### config.mk
export PLATFORM = sky130hd
export DESIGN_NAME = muldiv_sequencer_flat
export DESIGN_NICKNAME = d
export VERILOG_FILES = /design/src/rtl/muldiv_sequencer_if.sv /design/src/rtl/muldiv_sequencer.sv /design/src/flat_wrapper.sv
export SDC_FILE = /design/constraint.sdc
export NUM_CORES = 1
export LEC_CHECK = 0
export ABC_CLOCK_PERIOD_IN_PS = 14600
export CORE_MARGIN = 4
export CORE_UTILIZATION = 63
export DETAILED_ROUTE_END_ITERATION = 6
export GPL_ROUTABILITY_DRIVEN = 0
export PLACE_DENSITY = 0.84
export REMOVE_ABC_BUFFERS = 1
export SLEW_MARGIN = 20
export SYNTH_ARGS = -nofsm -noshare
export SYNTH_HDL_FRONTEND = slang
export SYNTH_SLANG_ARGS = --single-unit
### constraint.sdc
create_clock -name clock -period 14.6 [get_ports clock]
set_input_delay 2.19 -clock clock [delete_from_list [all_inputs] [get_ports clock]]
set_output_delay 2.19 -clock clock [all_outputs]
set_load 0.02 [all_outputs]
### src/rtl/muldiv_sequencer_if.sv
// Handshake and HI/LO bus between the control unit and the iterative multiply/divide sequencer.
// The control unit drives through the master modport; the sequencer sits on the slave side.
interface muldiv_sequencer_if #(
  parameter int WIDTH = 32
);
  logic             start;
  logic [1:0]       op;
  logic [WIDTH-1:0] a;
  logic [WIDTH-1:0] b;
  logic             abort;
  logic             hi_we;
  logic             lo_we;
  logic [WIDTH-1:0] wd;
  logic             busy;
  logic             done;
  logic [WIDTH-1:0] hi;
  logic [WIDTH-1:0] lo;

  modport master (
    output start, op, a, b, abort, hi_we, lo_we, wd,
    input  busy, done, hi, lo
  );

  modport slave (
    input  start, op, a, b, abort, hi_we, lo_we, wd,
    output busy, done, hi, lo
  );
endinterface

### src/rtl/muldiv_sequencer.sv
// Iterative multiply/divide unit owning HI/LO: one shift-add or restoring-subtract step per clock.
// Signed operations run on magnitudes; the sign is fixed up when the result is written.
module muldiv_sequencer #(
  parameter int WIDTH = 32
) (
  input  logic               clock,
  input  logic               reset,
  muldiv_sequencer_if.slave  bus
);
  localparam int CW = $clog2(WIDTH);
  localparam logic [CW-1:0] LAST_STEP = CW'(WIDTH - 1);

  typedef enum logic [1:0] {
    ST_IDLE   = 2'd0,
    ST_CALC   = 2'd1,
    ST_FINISH = 2'd2
  } state_t;

  state_t             state_r;
  logic [1:0]         op_r;
  logic [WIDTH-1:0]   a_r;
  logic [WIDTH-1:0]   mag_b_r;
  logic               neg_res_r;
  logic               neg_rem_r;
  logic [CW-1:0]      cnt_r;
  logic [2*WIDTH-1:0] acc_r;
  logic               busy_r;
  logic               done_r;
  logic [WIDTH-1:0]   hi_r;
  logic [WIDTH-1:0]   lo_r;

  logic               signed_op_s;
  logic [WIDTH-1:0]   mag_a_in_s;
  logic [WIDTH-1:0]   mag_b_in_s;
  logic [WIDTH:0]     rem_shift_s;
  logic [WIDTH+1:0]   diff_s;
  logic [WIDTH:0]     msum_s;
  logic [2*WIDTH-1:0] acc_next_s;
  logic [2*WIDTH-1:0] prod_s;
  logic [WIDTH-1:0]   res_hi_s;
  logic [WIDTH-1:0]   res_lo_s;

  // Operand magnitudes, one datapath step, and the sign-corrected result.
  always_comb begin
    signed_op_s = bus.op[0];
    mag_a_in_s  = (signed_op_s && bus.a[WIDTH-1]) ? -bus.a : bus.a;
    mag_b_in_s  = (signed_op_s && bus.b[WIDTH-1]) ? -bus.b : bus.b;

    // Divide: acc holds {remainder, dividend bits still to shift in / quotient bits}.
    rem_shift_s = acc_r[2*WIDTH-1:WIDTH-1];
    diff_s      = {1'b0, rem_shift_s} - {2'b00, mag_b_r};
    msum_s      = {1'b0, acc_r[2*WIDTH-1:WIDTH]}
                + (acc_r[0] ? {1'b0, mag_b_r} : {(WIDTH+1){1'b0}});

    if (op_r[1]) begin
      if (!diff_s[WIDTH+1]) begin
        acc_next_s = {diff_s[WIDTH-1:0], acc_r[WIDTH-2:0], 1'b1};
      end else begin
        acc_next_s = {rem_shift_s[WIDTH-1:0], acc_r[WIDTH-2:0], 1'b0};
      end
    end else begin
      acc_next_s = {msum_s, acc_r[WIDTH-1:1]};
    end

    prod_s = neg_res_r ? -acc_r : acc_r;
    if (op_r[1]) begin
      if (mag_b_r == {WIDTH{1'b0}}) begin
        res_hi_s = a_r;
        res_lo_s = {WIDTH{1'b1}};
      end else begin
        res_hi_s = neg_rem_r ? -acc_r[2*WIDTH-1:WIDTH] : acc_r[2*WIDTH-1:WIDTH];
        res_lo_s = neg_res_r ? -acc_r[WIDTH-1:0] : acc_r[WIDTH-1:0];
      end
    end else begin
      res_hi_s = prod_s[2*WIDTH-1:WIDTH];
      res_lo_s = prod_s[WIDTH-1:0];
    end
  end

  // Sequencer FSM with registered busy/done and HI/LO.
  always_ff @(posedge clock or posedge reset) begin
    if (reset) begin
      state_r   <= ST_IDLE;
      op_r      <= 2'b00;
      a_r       <= {WIDTH{1'b0}};
      mag_b_r   <= {WIDTH{1'b0}};
      neg_res_r <= 1'b0;
      neg_rem_r <= 1'b0;
      cnt_r     <= {CW{1'b0}};
      acc_r     <= {(2*WIDTH){1'b0}};
      busy_r    <= 1'b0;
      done_r    <= 1'b0;
      hi_r      <= {WIDTH{1'b0}};
      lo_r      <= {WIDTH{1'b0}};
    end else begin
      done_r <= 1'b0;
      case (state_r)
        ST_IDLE: begin
          if (bus.hi_we) hi_r <= bus.wd;
          if (bus.lo_we) lo_r <= bus.wd;
          if (bus.start && !bus.abort) begin
            op_r      <= bus.op;
            a_r       <= bus.a;
            mag_b_r   <= mag_b_in_s;
            neg_res_r <= signed_op_s && (bus.a[WIDTH-1] ^ bus.b[WIDTH-1]);
            neg_rem_r <= signed_op_s && bus.a[WIDTH-1];
            cnt_r     <= {CW{1'b0}};
            acc_r     <= {{WIDTH{1'b0}}, mag_a_in_s};
            busy_r    <= 1'b1;
            state_r   <= ST_CALC;
          end
        end
        ST_CALC: begin
          if (bus.abort) begin
            busy_r  <= 1'b0;
            state_r <= ST_IDLE;
          end else begin
            acc_r <= acc_next_s;
            cnt_r <= cnt_r + CW'(1);
            if (cnt_r == LAST_STEP) state_r <= ST_FINISH;
          end
        end
        ST_FINISH: begin
          busy_r  <= 1'b0;
          state_r <= ST_IDLE;
          if (!bus.abort) begin
            hi_r   <= res_hi_s;
            lo_r   <= res_lo_s;
            done_r <= 1'b1;
          end
        end
        default: begin
          busy_r  <= 1'b0;
          state_r <= ST_IDLE;
        end
      endcase
    end
  end

  assign bus.busy = busy_r;
  assign bus.done = done_r;
  assign bus.hi   = hi_r;
  assign bus.lo   = lo_r;
endmodule

### src/flat_wrapper.sv
// flat-port wrapper written by rule: the top's interface ports become plain ports
module muldiv_sequencer_flat 
#(
  parameter int WIDTH = 32
)
  (clock, reset, bus_start, bus_op, bus_a, bus_b, bus_abort, bus_hi_we, bus_lo_we, bus_wd, bus_busy, bus_done, bus_hi, bus_lo);
  muldiv_sequencer_if #(.WIDTH(WIDTH)) bus_i ();
  input  logic clock;
  input  logic reset;
  input wire logic [$bits(bus_i.start)-1:0] bus_start;
  input wire logic [$bits(bus_i.op)-1:0] bus_op;
  input wire logic [$bits(bus_i.a)-1:0] bus_a;
  input wire logic [$bits(bus_i.b)-1:0] bus_b;
  input wire logic [$bits(bus_i.abort)-1:0] bus_abort;
  input wire logic [$bits(bus_i.hi_we)-1:0] bus_hi_we;
  input wire logic [$bits(bus_i.lo_we)-1:0] bus_lo_we;
  input wire logic [$bits(bus_i.wd)-1:0] bus_wd;
  output wire logic [$bits(bus_i.busy)-1:0] bus_busy;
  output wire logic [$bits(bus_i.done)-1:0] bus_done;
  output wire logic [$bits(bus_i.hi)-1:0] bus_hi;
  output wire logic [$bits(bus_i.lo)-1:0] bus_lo;
  assign bus_i.start = bus_start;
  assign bus_i.op = bus_op;
  assign bus_i.a = bus_a;
  assign bus_i.b = bus_b;
  assign bus_i.abort = bus_abort;
  assign bus_i.hi_we = bus_hi_we;
  assign bus_i.lo_we = bus_lo_we;
  assign bus_i.wd = bus_wd;
  assign bus_busy = bus_i.busy;
  assign bus_done = bus_i.done;
  assign bus_hi = bus_i.hi;
  assign bus_lo = bus_i.lo;
  muldiv_sequencer #(.WIDTH(WIDTH)) u_core (.clock(clock), .reset(reset), .bus(bus_i));
endmodule
Word-level counts from Yosys, hierarchy flattened
Index checks and enable logic that the tools add are counted.

word-level totals
  bits in registers = 205
  input port bits = 104
  output and inout bits = 66
  logic and storage cells = 79

operators by class
  add/sub/neg operators = 8
  equality and inequality tests = 10
  multiplexer cells = 33
  bitwise operators = 1
  reduce and logical (&&, ||, !) cells = 15

operators with widths
  operator               number
  $mux W32               13
  $mux W64               5
  $neg A32 Y32           4
  $pmux W32 S2           2
  $pmux W64 S2           1
  $neg A64 Y64           1
  $sub A33 B32 Y34       1
  $add A32 B33 Y33       1
  $logic_not A32 Y1      1
  $mux W5                2
  $ne A2 B2 Y1 const B   5
  $pmux W5 S2            1
  $reduce_and A3 Y1      3
  $mux W2                3
  $reduce_and A2 Y1      3
  $add A5 B1 Y5 const B  1
  $eq A5 B5 Y1 const B   1
  $logic_and A1 B1 Y1    4
  $mux W1                4
  $pmux W2 S2            1
  $reduce_bool A2 Y1     2
  $ne A3 B2 Y1 const B   1
  $eq A2 B1 Y1 const B   1
  $eq A2 B2 Y1 const B   1
  5 further kinds        5

Depth between registers and ports, before layout
Gate-level depths: netlist of the first run.

  depth in word-level cells = 6
  gate-level depth with buffers = 15

Worst setup path after synthesis of the first run
Ideal clock, no wire load.

  path kind = input-to-reg
  from = input bus_a[6]
  to = register u_core.acc_r[29]
  arrival time = 4.362 ns
  required time = 14.463 ns
  slack = 10.101 ns
  stages on the path = 8
  path buffers = 0
  cell sequence = or4_1 > or4_1 > nor3_2 > nand3_1 > or2_2 > o41ai_1 > xor2_1 > a21oi_1

on the way
  longest elaborated chain between the ends = 4

ends and longest elaborated chain
  what                  line                     RTL
  start, declared       flat_wrapper.sv:12       input wire logic [$bits(bus_i.a)-1:0] bus_a;
  $neg A32 Y32          muldiv_sequencer.sv:46   mag_a_in_s = (signed_op_s && bus.a[WIDTH-1]) ? -bus.a : bus.a;
  $mux W32              muldiv_sequencer.sv:46
  $mux W64              muldiv_sequencer.sv:101  if (bus.start && !bus.abort) begin
  $pmux W64 S2          muldiv_sequencer.sv:97   case (state_r)
  end signal, assigned  muldiv_sequencer.sv:90   acc_r <= {(2*WIDTH){1'b0}};
  end signal, assigned  muldiv_sequencer.sv:108  acc_r <= {{WIDTH{1'b0}}, mag_a_in_s};
  end signal, assigned  muldiv_sequencer.sv:118  acc_r <= acc_next_s;
  end, declared         muldiv_sequencer.sv:26   logic [2*WIDTH-1:0] acc_r;

No other way between the ends. The select of a mux whose other input is x is not followed.
A chain may end at the register's enable or synchronous reset.

Worst setup path after layout of the first run
  from = input bus_a[6]
  to = register u_core.acc_r[30]

Same word-level chain as after synthesis.

==> flow_metrics.env, run 1 <==
export IMPL_use_met1_pct=42.4
export IMPL_hold_path_class="reg -> reg"
export IMPL_yosysWarningCount=0
export IMPL_fin_crit_ps=4920
export IMPL_cp_slowest_cell="or4_1"
export IMPL_die_h_um=170
export IMPL_top_usage_layer="met2"
export IMPL_hpwl_um=35100
export IMPL_worstPathMaxFanout=6
export IMPL_finalCritPeriodShare_pct=33.7
export IMPL_start_util_pct=64.6
export IMPL_port_buffers=169
export IMPL_finalSetupTns_ps=0
export IMPL_cts_buffers=24
export IMPL_synth_edff_count=0
export IMPL_synth_cell_area_sq_mm=0.0165
export IMPL_die_w_um=170
export IMPL_synth_commonest_cells="nand2_1 (333), o21ai_0 (248), dfrtp_1 (204), a21oi_1 (158), nor2_1 (146)"
export IMPL_tritoncts="done"
export IMPL_vias_per_cell=6.39
export IMPL_post_cts_buffers=0
export IMPL_gr_usage_met3_pct=4.33
export IMPL_die_area_sq_mm=0.0288
export IMPL_synth_most_common_cell="nand2_1"
export IMPL_finalWorstSetupSlack_ps=9680
export IMPL_track_usage_pct=32.1
export IMPL_clock_skew_ps=20.2
export IMPL_wl_um=48100
export IMPL_coreArea_sq_mm=0.0255
export IMPL_clock_latency_ps=530
export IMPL_crit_required_ps=14960
export IMPL_finalHoldViolations=0
export IMPL_critPathKind="in -> reg"
export IMPL_num_fill_cells=1954
export IMPL_cts_buffer_depth=3
export IMPL_synth_seq_area_share_pct=31.0
export IMPL_synthToLayoutAreaGrowth_pct=14.9
export IMPL_fin_area_sq_mm=0.0189
export IMPL_power_leakage_nw=8.12
export IMPL_first_pass_iters=7
export IMPL_grt_pass1_vias=15300
export IMPL_diodes=0
export IMPL_placed_cell_area_sq_mm=0.0181
export IMPL_status="finished, violations left"
export IMPL_max_stage_delay_ps=620
export IMPL_cts_resized_gates=0
export IMPL_synth_area_leaders="dfrtp_1 (31%), nand2_1 (7.6%), o21ai_0 (7.5%), xnor2_1 (6.5%), ha_1 (5.3%)"
export IMPL_grt_antenna_before_repair=0
export IMPL_grt_met2_usage_pct=54.7
export IMPL_worst_pin_slew_ps=1110
export IMPL_path_cells="clkdlybuf4s50_1 > or4_1 > or4_1 > nor3b_1 > and2_1 > a21oi_1 > a21oi_1 > o21ai_0 > xnor2_1 > o21ai_0"
export IMPL_max_cap_violations=0
export IMPL_rsz0062_at_grt="no"
export IMPL_finish_utilization_pct=74.2
export IMPL_grt_first_pass_wirelength_um=76800
export IMPL_maxSlewHeadroom_pct=25.9
export IMPL_drtIter0Drc=1707
export IMPL_drcViolationCount=7
export IMPL_cts_sinks=204
export IMPL_drive_gt1_share_pct=4.38
export IMPL_avgSynthCellArea_sq_um=7.80
export IMPL_nNetsFinal=2354
export IMPL_violations="DRC"
export IMPL_routedWlPerCell_um=19.0
export IMPL_pre_cts_ws_ps=9230
export IMPL_ys_types=85
export IMPL_ys_seq_elements=204
export IMPL_rows=58
export IMPL_drtAntennaViolNets=0
export IMPL_ir_drop_uv=97.9
export IMPL_startpoint_type="input pin"
export IMPL_grt_overflow_total=0
export IMPL_grt_max_degree=136
export IMPL_cp_end_kind="flip-flop"
export IMPL_cts_root_buffer="clkbuf_16"
export IMPL_synth_top_cell_area_share_pct=31.0
export IMPL_cp_arrival_ps=5280
export IMPL_io_pins=170
export IMPL_clk_pin_slew_worst_paths_ps=60
export IMPL_hold_buffers=0
export IMPL_pwr_density_cell_mw_per_mm2=166
export IMPL_h_tree_depth=1
export IMPL_synthCells=2109
export IMPL_synthFlopType="dfrtp_1"
export IMPL_synth_largest_area_cell="dfrtp_1"
export IMPL_setup_viol=0
export IMPL_vias=16100
export IMPL_fmax_mhz=203
export IMPL_ys_async_sr_fraction_pct=100
export IMPL_slew_violations=0
-- final timing paths --
path                            cells after the start            endpoint            start  slack (ps)
worst min register to register                      2       u_core.a_r[2]    u_core.a_r[2]         480
worst max register to register                     10   u_core.bus.hi[24]  u_core.acc_r[0]       10180
worst min-delay path                                2       u_core.a_r[2]    u_core.a_r[2]         480
min in group asynchronous                           2    u_core.bus.lo[6]            reset        2210
max in group asynchronous                           3  u_core.mag_b_r[29]            reset       10920
worst max-delay path                               10    u_core.acc_r[30]         bus_a[6]        9680
-- cell families (layout without fill, tap and decap cells) --
logic type | Yosys count | after routing | share of synthesized area (%)
buffers and inverters | 212 | 296 | 5.52
muxes | 60 | 60 | 3.69
xor gates and xnor gates | 192 | 192 | 10.2
and+or+nand+nor | 699 | 699 | 19.3
DFF | 204 | 204 | 31.0
AOI/OAI and AO/OA | 670 | 670 | 24.6
adders and majority gates | 72 | 72 | 5.57
-- flip-flops by register name, summed over array words and instances, names as in the netlist --
name and count:
u_core.op_r 1, u_core.neg_rem_r 1, u_core.bus.done 1, u_core.acc_r 64, u_core.bus.lo 32, u_core.state_r 2
u_core.neg_res_r 1, u_core.bus.hi 32, u_core.cnt_r 5, u_core.a_r 32, u_core.mag_b_r 32, u_core.bus.busy 1
-- worst max-delay path: cells and delay by family --
kind / cells / cell delay, ps
AND/OR/NAND/NOR: 4 / 1760
buffers and inverters: 1 / 500
XOR/XNOR: 1 / 160
AO/OA/AOI/OAI: 4 / 660
-- final cells by class --
type                    count  area [sq um]  area share (%)
inverters                  72           278            1.47
clock inverters             9           130           0.688
clock buffers              32           692            3.66
repair buffers            183          1800            9.50
multi-input cells        1693         10500            55.5
flip-flops and latches    204          5110            27.0
well taps                 330           413            2.18
-- per-layer routing --
metal	vias to the layer above	part of all wire (%)
li1	7642	-
met1	7540	41
met2	820	47
met5	-	0
met3	117	8.9
met4	0	3.0
-- power by group --
| part | switching [W] | internal, W |
|---|---|---|
| Combinational | 0.000937 | 0.000683 |
| Clock | 0.000242 | 0.000384 |
| Sequential | 0.000217 | 0.000679 |
-- metrics by stage --
step	total power [W]	instances	hold WS, ps
after detailed placement	0.00246	2482	464
after CTS	0.00309	2523	482
final	0.00314	2523	480
after floorplan	0.00202	1969	445
after global routing	0.00334	2523	495
after global placement	0.00241	2482	460
-- cell usage in the layout, fill, tap and decap left out, types with 12 or more instances in the layout --
cell             count
a21oi_1            158
xor2_1              70
xnor2_1            122
dfrtp_1            202
nand2_1            332
ha_1                70
o41ai_1             14
o22ai_1             34
clkbuf_16           25
inv_1               71
o211ai_1            19
o21ai_0            248
o31ai_1             30
nand4_1             12
or4_1               12
nor3_1              41
mux2i_1             55
nand3_1             33
buf_4               14
or3_1               20
nor2_1             144
a211oi_1            18
clkdlybuf4s50_1    169
nand2b_1            13
a21o_1              33
nor4_1              23
Power figures use the tool's default switching activity.
==> run 2: changes to the inputs <==
--- a/config.mk
+++ b/config.mk
@@ -5,12 +5,12 @@
 export SDC_FILE = /design/constraint.sdc
 export NUM_CORES = 1
 export LEC_CHECK = 0
-export ABC_CLOCK_PERIOD_IN_PS = 14600
+export ABC_CLOCK_PERIOD_IN_PS = 5000
 export CORE_MARGIN = 4
-export CORE_UTILIZATION = 63
+export CORE_UTILIZATION = 59
 export DETAILED_ROUTE_END_ITERATION = 6
 export GPL_ROUTABILITY_DRIVEN = 0
-export PLACE_DENSITY = 0.84
+export PLACE_DENSITY = 0.79
 export REMOVE_ABC_BUFFERS = 1
 export SLEW_MARGIN = 20
 export SYNTH_ARGS = -nofsm -noshare
==> constraint.sdc (replaced) <==
create_clock -name clock -period 5 [get_ports clock]
set_input_delay 0.75 -clock clock [delete_from_list [all_inputs] [get_ports clock]]
set_output_delay 0.75 -clock clock [all_outputs]
set_load 0.02 [all_outputs]
==> run 2 against run 1 <==
  * The run now ends clean
  * First-iteration DRC count is 28% lower
  * Die area is 6.5% higher
  * Register-to-register slack lost 9200 ps
  * Critical path depth is 1 higher
  * Global-route usage down 1.7 points
  * Sequential cell count stayed put
  * Combinational power rose to 3.0 times the previous value
  * Clock power grew to 3.0 times the previous value
  * Critical path type is now reg -> reg
==> flow_metrics.env, run 2 (synthesis results as in run 1) <==
export IMPL_die_h_um=175
export IMPL_num_fill_cells=2261
export IMPL_finalHoldViolations=0
export IMPL_start_util_pct=60.6
export IMPL_fmax_mhz=248
export IMPL_fin_crit_ps=4030
export IMPL_finish_utilization_pct=70.2
export IMPL_rsz0062_at_grt="no"
export IMPL_cp_end_kind="flip-flop"
export IMPL_die_w_um=175
export IMPL_cp_arrival_ps=4450
export IMPL_regMostFlops="u_core.acc_r"
export IMPL_diodes=0
export IMPL_total_power_w=0.00929
export IMPL_rows=60
export IMPL_grt_pass1_vias=15100
export IMPL_setup_viol=0
export IMPL_synthToLayoutAreaGrowth_pct=15.9
export IMPL_wl_um=48500
export IMPL_maxSlewHeadroom_pct=23.3
export IMPL_first_pass_iters=7
export IMPL_grt_max_degree=111
export IMPL_drtIter0Drc=1226
export IMPL_layout_common_cells="nand2_1 (332), o21ai_0 (248), dfrtp_1 (201)"
export IMPL_finalCritPeriodShare_pct=80.6
export IMPL_worstPathMaxFanout=16
export IMPL_post_cts_buffers=0
export IMPL_p_int_w=0.00518
export IMPL_worst_pin_slew_ps=1150
export IMPL_p_switching_w=0.00411
export IMPL_slew_violations=0
export IMPL_clockPowerShare_pct=20.4
export IMPL_vias_per_cell=6.21
export IMPL_finalSetupTns_ps=0
export IMPL_path_cells="ha_1 > inv_1 > nor3_1 > a21boi_0 > o211a_1 > o21ai_0 > o31ai_4 > buf_4 > mux2i_1 > mux2i_1 > a22o_1"
export IMPL_cts_sinks=204
export IMPL_io_pins=170
export IMPL_port_buffers=169
export IMPL_ir_drop_uv=272
export IMPL_hold_path_class="reg -> reg"
export IMPL_cp_slowest_cell="o31ai_4"
export IMPL_track_usage_pct=30.4
export IMPL_pwr_density_cell_mw_per_mm2=487
export IMPL_die_area_sq_mm=0.0306
export IMPL_cts_resized_gates=0
export IMPL_critPathKind="reg -> reg"
export IMPL_hold_buffers=0
export IMPL_mostFrequentLayoutCell="nand2_1"
export IMPL_clock_skew_ps=10.6
export IMPL_max_cap_violations=0
export IMPL_drcViolationCount=0
export IMPL_crit_required_ps=5420
export IMPL_clk_pin_slew_worst_paths_ps=60
export IMPL_vias=16000
export IMPL_hpwl_um=36600
export IMPL_max_stage_delay_ps=770
export IMPL_power_frac_comb_pct=51.5
export IMPL_largest_reg_flops=64
export IMPL_startpoint_type="flip-flop"
export IMPL_cts_root_buffer="clkbuf_16"
export IMPL_status="finished clean"
export IMPL_cts_buffers=25
export IMPL_grt_first_pass_wirelength_um=77600
export IMPL_grt_antenna_before_repair=1
export IMPL_coreArea_sq_mm=0.0272
export IMPL_tritoncts="done"
export IMPL_cts_buffer_depth=3
export IMPL_power_leakage_nw=8.19
export IMPL_swShare_pct=44.2
export IMPL_routedWlPerCell_um=18.8
export IMPL_clock_latency_ps=540
export IMPL_cpMostUsedCell="mux2i_1"
export IMPL_drtAntennaViolNets=0
export IMPL_drive_gt1_share_pct=5.03
export IMPL_h_tree_depth=1
export IMPL_nNetsFinal=2363
export IMPL_grt_overflow_total=0
export IMPL_seq_power_share_pct=28.1
==> run 2: changes by cell type in the layout (fill, tap and decap cells not counted), moves of 2 or more <==
cell	before	now
inv_6	0	2
buf_4	14	21
dfrtp_2	0	2
clkbuf_8	4	6
==> run 2: routing by layer <==
| layer | GRT usage, % | wire length (um) | up-vias |
|---|---|---|---|
| li1 | - | - | 7673 |
| met1 | 39.9 | 20200 | 7500 |
| met2 | 51.8 | 22700 | 710 |
| met3 | 3.89 | 3850 | 122 |
| met4 | 10.9 | 1750 | 2 |
| met5 | 0 | 18 | - |
==> run 2: path summary, 6_finish.rpt <==
kind                                   from            endpoint  slack [ps]  depth (start not counted)
setup / recovery           u_core.acc_r[37]    u_core.acc_r[40]         970                         11
max in group asynchronous             reset  u_core.mag_b_r[23]        2980                          3
min in group asynchronous             reset     u_core.acc_r[5]         760                          2
hold reg to reg            u_core.bus.hi[7]    u_core.bus.hi[7]         470                          1
hold / removal             u_core.bus.hi[7]    u_core.bus.hi[7]         470                          1
setup reg to reg           u_core.acc_r[37]    u_core.acc_r[40]         970                         11
==> run 2: power groups by stage <==
stage | logic, W | registers, W | clock network [W]
finish | 0.00478 | 0.00261 | 0.00190
global route | 0.00524 | 0.00266 | 0.00197
CTS | 0.00469 | 0.00258 | 0.00191
global placement | 0.00454 | 0.00258 | 0
detailed placement | 0.00466 | 0.00261 | 0
floorplan | 0.00336 | 0.00253 | 0
==> run 2: cell type report <==
| cell class | instances | area [sq um] | share of cell area (%) |
|---|---|---|---|
| well taps | 372 | 465 | 2.44 |
| clock buffers | 33 | 716 | 3.75 |
| clock inverters | 13 | 164 | 0.859 |
| inverters | 72 | 278 | 1.46 |
| multi-input cells | 1693 | 10500 | 55.0 |
| repair buffers | 191 | 1850 | 9.72 |
| flip-flops and latches | 204 | 5110 | 26.8 |
==> run 2: per-stage QoR <==
step                hold slack, ps  setup WS [ps]  instance area (sq um)  std cells
floorplan                      445          -2930                  15800       1969
global placement               460            855                  18200       2531
detailed placement             463            992                  18200       2532
CTS                            481           1020                  19100       2578
global route                   495            798                  19100       2578
finish                         475            972                  19100       2578
==> run 2: critical path: cells and delay by family, from the launching register on <==
kind / cells / cell delay (ps)
multiplexers: 2 / 290
adder cells (fa/ha/maj): 1 / 450
flip-flops: 1 / 530
AO/OA/AOI/OAI: 5 / 1960
buffers and inverters: 2 / 410
AND/OR/NAND/NOR: 1 / 250
==> run 3: changes to the inputs <==
--- a/config.mk
+++ b/config.mk
@@ -5,12 +5,12 @@
 export SDC_FILE = /design/constraint.sdc
 export NUM_CORES = 1
 export LEC_CHECK = 0
-export ABC_CLOCK_PERIOD_IN_PS = 5000
+export ABC_CLOCK_PERIOD_IN_PS = 3500
 export CORE_MARGIN = 4
-export CORE_UTILIZATION = 59
+export CORE_UTILIZATION = 53
 export DETAILED_ROUTE_END_ITERATION = 6
 export GPL_ROUTABILITY_DRIVEN = 0
-export PLACE_DENSITY = 0.79
+export PLACE_DENSITY = 0.75
 export REMOVE_ABC_BUFFERS = 1
 export SLEW_MARGIN = 20
 export SYNTH_ARGS = -nofsm -noshare
==> constraint.sdc (replaced) <==
create_clock -name clock -period 3.5 [get_ports clock]
set_input_delay 0.525 -clock clock [delete_from_list [all_inputs] [get_ports clock]]
set_output_delay 0.525 -clock clock [all_outputs]
set_load 0.02 [all_outputs]
==> run 3 against run 2 <==
  * Global-route usage decreased by 1.1 points
  * Register-to-register slack got worse by 850 ps
  * Sequential cell count unchanged
  * Total power increased by 52%
  * Clock power increased by 41%
  * Utilization decreased by 4.3 points
  * Setup slack got worse by 850 ps
  * Clock-buffer cell count decreased by 4
  * Maximum frequency increased by 19%
  * Non-clock buffer count increased by 123
  * Sequential share of layout area decreased by 1.4 points
  * Critical path type unchanged
  * Critical endpoint is now u_core.bus.hi[30]
  * Largest cell class unchanged
==> flow_metrics.env, run 3 (synthesis results as in run 1) <==
export IMPL_status="finished clean"
export IMPL_largest_reg_flops=64
export IMPL_die_w_um=184
export IMPL_layout_common_cells="nand2_1 (333), o21ai_0 (247), dfrtp_1 (202)"
export IMPL_port_buffers=169
export IMPL_grt_pass1_vias=15600
export IMPL_fin_area_sq_mm=0.0201
export IMPL_cts_buffers=24
export IMPL_first_pass_iters=6
export IMPL_grt_antenna_before_repair=0
export IMPL_die_area_sq_mm=0.0339
export IMPL_setup_viol=0
export IMPL_die_h_um=184
export IMPL_finalHoldViolations=0
export IMPL_track_usage_pct=29.3
export IMPL_r2r_slack_ps=120
export IMPL_rr_endpoint="u_core.bus.hi[30]"
export IMPL_drtAntennaViolNets=0
export IMPL_met2_length_um=24300
export IMPL_slew_violations=0
export IMPL_cp_end_kind="flip-flop"
export IMPL_drive_gt1_share_pct=10.2
export IMPL_regArea_sq_mm=0.00511
export IMPL_rsz0062_at_grt="no"
export IMPL_worstPathMaxFanout=9
export IMPL_placed_cell_area_sq_mm=0.0193
export IMPL_num_fill_cells=2610
export IMPL_cp_arrival_ps=3840
export IMPL_fin_crit_ps=3380
export IMPL_finalWorstSetupSlack_ps=122
export IMPL_routedWlPerCell_um=19.1
export IMPL_crit_end="u_core.bus.hi[30]"
export IMPL_critPathKind="reg -> reg"
export IMPL_max_cap_violations=0
export IMPL_cts_buffer_depth=3
export IMPL_finalCritPeriodShare_pct=96.5
export IMPL_diodes=0
export IMPL_route_met3_wl_um=4430
export IMPL_startpoint_type="flip-flop"
export IMPL_dr_max_layer_used="met4"
export IMPL_tritoncts="done"
export IMPL_clock_skew_ps=20.8
export IMPL_pwr_density_cell_mw_per_mm2=701
export IMPL_timing_rr_start="u_core.acc_r[53]"
export IMPL_post_place_cells=2679
export IMPL_drcViolationCount=0
export IMPL_start_util_pct=53.8
export IMPL_grt_overflow_total=0
export IMPL_cts_root_buffer="clkbuf_16"
export IMPL_multiInputGateArea_sq_mm=0.0105
export IMPL_post_cts_buffers=0
export IMPL_instances_no_fill=2723
export IMPL_pre_cts_ws_ps=-25.4
export IMPL_clock_latency_ps=540
export IMPL_ir_drop_uv=442
export IMPL_hold_path_class="reg -> reg"
export IMPL_io_pins=170
export IMPL_power_leakage_nw=8.83
export IMPL_fmax_mhz=296
export IMPL_wl_met1_um=21900
export IMPL_vias=16500
export IMPL_worst_pin_slew_ps=1060
export IMPL_synthToLayoutAreaGrowth_pct=22.4
export IMPL_reg2reg_depth=9
export IMPL_grt_first_pass_wirelength_um=81400
export IMPL_grt_max_degree=111
export IMPL_clk_pin_slew_worst_paths_ps=70
export IMPL_rows=64
export IMPL_wl_um=52000
export IMPL_hpwl_um=39500
export IMPL_regMostFlops="u_core.acc_r"
export IMPL_cts_sinks=204
export IMPL_cp_startpoint="u_core.acc_r[53]"
export IMPL_nNetsFinal=2485
export IMPL_crit_required_ps=3960
export IMPL_maxSlewHeadroom_pct=29.6
export IMPL_vias_per_cell=6.08
export IMPL_drtIter0Drc=1436
export IMPL_h_tree_depth=1
export IMPL_mostFrequentLayoutCell="nand2_1"
export IMPL_coreArea_sq_mm=0.0306
export IMPL_hold_buffers=0
-- run 3: cell types whose count changed in the layout (fill, tap and decap cells not counted), moves of 2 or more --
cell / delta
buf_4: +115
buf_12: +9
clkbuf_8: -3
a211oi_1: -2
a211oi_2: +2
-- run 3: layer usage --
layer / vias up / global-route usage [%]
met3: 97 / 4.24
met2: 771 / 49.7
met5: - / 0
met4: 0 / 8.52
met1: 7781 / 39.2
li1: 7898 / -
-- run 3: area by class of cell --
cell class	count	share of cell area, %
multi-input cells	1693	52.2
flip-flops and latches	204	25.4
repair buffers	314	14.4
clock buffers	29	3.33
well taps	396	2.46
inverters	72	1.38
clock inverters	15	0.876
-- run 3: through the flow --
| stage | util [%] | hold slack (ps) | TNS, ps | power (W) |
|---|---|---|---|---|
| after CTS | 65.8 | 482 | 0 | 0.0140 |
| after global routing | 65.9 | 496 | 0 | 0.0150 |
| after floorplan | - | 445 | -825170 | 0.00841 |
| after global placement | 63.0 | 459 | -182 | 0.0110 |
| final | 65.9 | 477 | 0 | 0.0141 |
| after detailed placement | 63.0 | 463 | -45.5 | 0.0112 |
-- run 3: timing repair --
item / CTS / global route
hold endpoints to repair: 0 / 0
resized for setup: 0 / 7
setup endpoints to repair: 0 / 13
-- run 3: worst max-delay path: stages, from the launching register on --
cell and delay [ps]:
dfrtp_1 520, or4_4 600, or4_4 480, or4_4 440, or3_1 310, a21oi_1 190, xor2_1 100, o21ai_0 360
o21ai_0 140, o21ai_0 150
-- run 3: how the worst min path moves through the flow --
stage                                  from           endpoint  slack (ps)  cells after the start
after floorplan              u_core.a_r[12]     u_core.a_r[12]         450                      2
after global placement       u_core.a_r[28]     u_core.a_r[28]         460                      2
after detailed placement     u_core.a_r[26]     u_core.a_r[26]         460                      2
after CTS                 u_core.bus.lo[18]  u_core.bus.lo[18]         480                      2
after global routing          u_core.a_r[2]      u_core.a_r[2]         500                      2
final                     u_core.bus.lo[18]  u_core.bus.lo[18]         480                      2
-- run 3: where the power goes --
group	internal, W	total, W	switching [W]
sequential	0.00284	0.00342	0.000582
clock	0.00160	0.00268	0.00108
combinational	0.00360	0.00802	0.00442
